### src/rtl/spi_seq_pkg.sv
// SPI transaction sequencer shared types.
// Entry layout and FSM state encoding.
package spi_seq_pkg;

  localparam int ENTRY_W = 10;
  localparam int DC_BIT  = 9;
  localparam int END_BIT = 8;

  typedef enum logic [1:0] {
    S_IDLE   = 2'd0,
    S_LAUNCH = 2'd1,
    S_SETTLE = 2'd2,
    S_WAIT   = 2'd3
  } state_t;

endpackage

### src/rtl/spi_seq_fifo.sv
// Entry FIFO for the SPI sequencer.
// Pointers reset; storage does not.
module spi_seq_fifo
  import spi_seq_pkg::*;
#(
  parameter int DEPTH = 4,
  parameter int LW    = $clog2(DEPTH) + 1
) (
  input  logic               clk,
  input  logic               rstn,
  input  logic               push,
  input  logic [ENTRY_W-1:0] din,
  input  logic               pop,
  input  logic               flush,
  output logic [ENTRY_W-1:0] head,
  output logic [LW-1:0]      level,
  output logic               full
);

  localparam int AW = $clog2(DEPTH);

  logic [ENTRY_W-1:0] mem [DEPTH];
  logic [AW-1:0]      wp;
  logic [AW-1:0]      rp;
  logic               push_ok;
  logic               pop_ok;

  assign full    = (level == LW'(DEPTH));
  assign push_ok = push & ~full & ~flush;
  assign pop_ok  = pop & (level != '0) & ~flush;
  assign head    = mem[rp];

  // Pointer and occupancy bookkeeping.
  always_ff @(posedge clk or negedge rstn) begin
    if (!rstn) begin
      wp    <= '0;
      rp    <= '0;
      level <= '0;
    end else if (flush) begin
      wp    <= '0;
      rp    <= '0;
      level <= '0;
    end else begin
      if (push_ok) wp <= wp + AW'(1);
      if (pop_ok)  rp <= rp + AW'(1);
      unique case ({push_ok, pop_ok})
        2'b10:   level <= level + LW'(1);
        2'b01:   level <= level - LW'(1);
        default: ;
      endcase
    end
  end

  // Entry storage.
  always_ff @(posedge clk) begin
    if (push_ok) mem[wp] <= din;
  end

endmodule

### src/rtl/spi_txn_sequencer.sv
// Queued byte sequencer in front of spi_ctrl.
// Launches FIFO entries and captures rx bytes.
module spi_txn_sequencer
  import spi_seq_pkg::*;
#(
  parameter int DEPTH = 4,
  parameter int LW    = $clog2(DEPTH) + 1
) (
  input  logic               clk,
  input  logic               rstn,
  input  logic               wr_en,
  input  logic [ENTRY_W-1:0] wr_data,
  input  logic               flush,
  output logic               full,
  output logic [LW-1:0]      level,
  output logic               idle,
  output logic               overflow,
  output logic               spi_start,
  output logic               spi_dc,
  output logic               spi_end_txn,
  output logic [7:0]         spi_data,
  input  logic               spi_busy,
  input  logic [7:0]         spi_rx_data,
  output logic [7:0]         rx_data,
  output logic               rx_valid,
  input  logic               rx_read,
  output logic               rx_overrun
);

  state_t             state;
  state_t             nxt;
  logic               pop;
  logic               cap;
  logic               has;
  logic [ENTRY_W-1:0] head;

  spi_seq_fifo #(
    .DEPTH (DEPTH),
    .LW    (LW)
  ) u_fifo (
    .clk   (clk),
    .rstn  (rstn),
    .push  (wr_en),
    .din   (wr_data),
    .pop   (pop),
    .flush (flush),
    .head  (head),
    .level (level),
    .full  (full)
  );

  assign has       = (level != '0) & ~flush;
  assign spi_start = (state == S_LAUNCH);
  assign idle      = (level == '0) & (state == S_IDLE) & ~spi_busy;

  // Next-state, pop and capture decode.
  always_comb begin
    nxt = state;
    pop = 1'b0;
    cap = 1'b0;
    unique case (state)
      S_IDLE: begin
        if (has && !spi_busy) begin
          nxt = S_LAUNCH;
          pop = 1'b1;
        end
      end
      S_LAUNCH: nxt = S_SETTLE;
      S_SETTLE: nxt = S_WAIT;
      S_WAIT: begin
        if (!spi_busy) begin
          cap = 1'b1;
          if (has) begin
            nxt = S_LAUNCH;
            pop = 1'b1;
          end else begin
            nxt = S_IDLE;
          end
        end
      end
    endcase
  end

  // State and launch output registers.
  always_ff @(posedge clk or negedge rstn) begin
    if (!rstn) begin
      state       <= S_IDLE;
      spi_dc      <= 1'b0;
      spi_end_txn <= 1'b0;
      spi_data    <= '0;
    end else begin
      state <= nxt;
      if (pop) begin
        spi_dc      <= head[DC_BIT];
        spi_end_txn <= head[END_BIT];
        spi_data    <= head[7:0];
      end
    end
  end

  // Rx capture and sticky error flags.
  always_ff @(posedge clk or negedge rstn) begin
    if (!rstn) begin
      rx_data    <= '0;
      rx_valid   <= 1'b0;
      rx_overrun <= 1'b0;
      overflow   <= 1'b0;
    end else begin
      if (cap) begin
        rx_data  <= spi_rx_data;
        rx_valid <= 1'b1;
      end else if (rx_read) begin
        rx_valid <= 1'b0;
      end
      if (flush) begin
        rx_overrun <= 1'b0;
        overflow   <= 1'b0;
      end else begin
        if (cap && rx_valid && !rx_read) rx_overrun <= 1'b1;
        if (wr_en && full)               overflow   <= 1'b1;
      end
    end
  end

endmodule

### config.mk
export PLATFORM = sky130hd
export DESIGN_NAME = spi_txn_sequencer
export DESIGN_NICKNAME = d
export VERILOG_FILES = /design/src/rtl/spi_seq_pkg.sv /design/src/rtl/spi_seq_fifo.sv /design/src/rtl/spi_txn_sequencer.sv
export SDC_FILE = /design/constraint.sdc
export NUM_CORES = 1
export LEC_CHECK = 0
export ABC_AREA = 1
export CORE_UTILIZATION = 32
export CTS_CLUSTER_DIAMETER = 30
export DETAILED_ROUTE_END_ITERATION = 6
export GPL_TIMING_DRIVEN = 0
export PLACE_DENSITY = 0.62
export SKIP_LAST_GASP = 1
export SYNTH_ARGS = -nofsm -noshare
export SYNTH_HDL_FRONTEND = slang
export SYNTH_SLANG_ARGS = --single-unit
### constraint.sdc
create_clock -name clk -period 2.69 [get_ports clk]
set_input_delay 0.6725 -clock clk [delete_from_list [all_inputs] [get_ports clk]]
set_output_delay 0.6725 -clock clk [all_outputs]
set_load 0.03 [all_outputs]
==> out/results.ini <==
[outcome]
status = complete, but fails checks
violations = DRC

[job]
drv_cap = 0

[setup_path]
cp.required_ns = 2.02
reg2reg_to = u_fifo.level[2]$_DFFE_PN0P_
critical_path_class = register to primary output
crit_arrival_ns = 1.86
r2r-start = state[0]$_DFFE_PN0P_
crit_path_end_kind = primary output
reg2regPathDepth = 13
worstSetupStartpointType = register
reg2reg_slack_ns = 0.54
crit_path_max_fanout = 4

[finish]
final_area_sq_um = 3740
antenna_cells = 0
nFillCells = 832
area_growth_pct = 27.4
drive_above_1_share_pct = 8.82
final_nets = 368

[grt]
antenna_found_initial = 0
grt-ovfl-total = 0
grt_pass1_vias = 2043
grt_pass1_wl_um = 10100
grt_max_degree = 31
grtUsageTotal_pct = 14.1

[place]
place_congestion = 0.772
placed_area_sq_um = 3560
dp.final_hpwl_um = 4090
port_buffers = 50

[drt]
wl_per_cell_um = 13.7
wl_um = 6140
viasPerCell = 4.55
drt-pass1-iter-count = 6
drc = 14
num_vias = 2040
antenna_left = 0
drtIter0Drc = 108

[clock_tree]
clkTransAtPathRegs_ns = 0.08
clock_path_buffers = 2
cts_root_buf = clkbuf_8
post-cts-setup-buffer-count = 0
clock_latency_ns = 0.34
cts_buffers = 9
cts_tree = yes
htree_levels = 3
clock-sinks = 70

[synthesis]
synthTopCellsByArea = edfxtp_1 41%, dfrtp_1 26%, nor2_1 7.7%
synthesis.area_sq_um = 2930
yosysSeqAreaShare_pct = 66.5
synth_top_cell_area_share_pct = 40.9
ys.flop_type = edfxtp_1
synth-edff-count = 40
synth.distinct_cells = 25
synth_top_cell_by_area = edfxtp_1
yosysWarnings = 0
synth_most_common_cell = nor2_1
synth_commonest_cells = 60 x nor2_1, 44 x nand2_1, 40 x edfxtp_1
synth.net_count = 307
ys_async_sr_fraction_pct = 42.9
synthCells = 274
syn_avg_cell_area_sq_um = 10.7
ys_seq_elements = 70

[timing]
timing_hold_violations_final = 0
finalClockSkew_ns = 0.0118
fmax_ghz = 0.395
period_minus_slack_ns = 2.53
post-route-period-util_pct = 94.0
setup_viol = 0
final-max-slew-violation-count = 0
tns_ns = 0
worst_pin_slew_ns = 1.03
rsz0062_at_grt = false
relSlewSlack_pct = 31.3

[power]
p_leak_uw = 0.00155
peakVddDrop_uv = 482
cellPowerDensity_nw_per_um2 = 970
p_total_uw = 3620

[floorplanning]
dieArea_sq_um = 9560
die_width_um = 97.8
die_y_um = 97.8
start_util_pct = 33.3
rows = 34
design.core.area_sq_um = 8810
io_pins = 51

[hold_path]
hold_class = input port to asynchronous set/reset pin

-- per-layer routing --
metal,track usage (%),routed length [um]
met4,4.55,42
met1,17.1,2740
met2,23.7,3010
met3,4.58,350
met5,0,0
-- critical path, stage by stage (launching register included) --
cell and delay (ns):
dfrtp_1 0.44, nor2_2 0.22, nand2_1 0.11, inv_1 0.08
clkdlybuf4s50_1 0.67
-- power by group --
part / switching [uW] / internal [uW] / leakage [uW]
Combinational: 859 / 536 / 0.000721
Clock: 401 / 341 / 0.0000868
Sequential: 136 / 1350 / 0.000737
-- per-stage QoR --
| stage | setup slack, ns | instances | hold WS (ns) | utilization [%] |
|---|---|---|---|---|
| after floorplan | 0.762 | 274 | 0.377 | - |
| after global placement | -0.136 | 432 | 0.455 | 40.5 |
| after detailed placement | -0.142 | 432 | 0.459 | 40.5 |
| after CTS | 0.120 | 448 | 0.399 | 42.5 |
| after global routing | 0.0700 | 448 | 0.420 | 42.5 |
| final | 0.160 | 448 | 0.375 | 42.5 |
-- registers in the layout, summed over array words and instances, names as in the netlist --
register	count
u_fifo.mem	40
state	2
rx_valid	1
spi_end_txn	1
spi_data	8
u_fifo.rp	2
u_fifo.wp	2
rx_overrun	1
overflow	1
spi_dc	1
rx_data	8
u_fifo.level	3
-- what timing repair did --
item,4_1_cts,5_1_grt
hold buffers,0,0
endpoints found under the setup margin,1,0
gates resized for setup,1,0
-- how the worst max path moves through the flow --
| stage | from | end | slack [ns] |
|---|---|---|---|
| 6_report | u_fifo.level[0]$_DFFE_PN0P_ | full | 0.16 |
| 4_1_cts | u_fifo.level[0]$_DFFE_PN0P_ | full | 0.12 |
| 3_5_place_dp | flush | u_fifo.mem[0][2]$_DFFE_PP_ | -0.14 |
| 3_3_place_gp | flush | u_fifo.mem[0][2]$_DFFE_PP_ | -0.14 |
| 2_1_floorplan | state[0]$_DFFE_PN0P_ | u_fifo.level[2]$_DFFE_PN0P_ | 0.76 |
| 5_1_grt | u_fifo.level[0]$_DFFE_PN0P_ | full | 0.07 |
-- layout by cell type, fill, tap and decap left out, types with 8 or more instances in the layout --
cell type and instances:
clkdlybuf4s50_1 48, o21ai_0 29, nor2_1 60, nand2_1 44, clkbuf_8 9, dfrtp_1 30
edfxtp_1 40, a31oi_1 11, inv_1 21, ha_1 8
-- cells by family after synthesis --
family,share of synthesized area [%]
simple gates,16.1
flops,66.5
compound gates,8.36
buf+inv,4.61
fa+ha+maj,4.09
xor+xnor,0.299
-- cell type report --
| cell class | count | area (sq um) | area share, % |
|---|---|---|---|
| Sequential cell | 70 | 1950 | 52.2 |
| Clock buffer | 10 | 128 | 3.41 |
| Inverter | 25 | 93.8 | 2.51 |
| Multi-Input combinational cell | 171 | 847 | 22.7 |
| Timing Repair Buffer | 50 | 494 | 13.2 |
| Buffer | 8 | 41.3 | 1.10 |
| Tap cell | 108 | 135 | 3.61 |
| Clock inverter | 6 | 47.5 | 1.27 |
No activity file was read; power rests on OpenSTA's default activity.
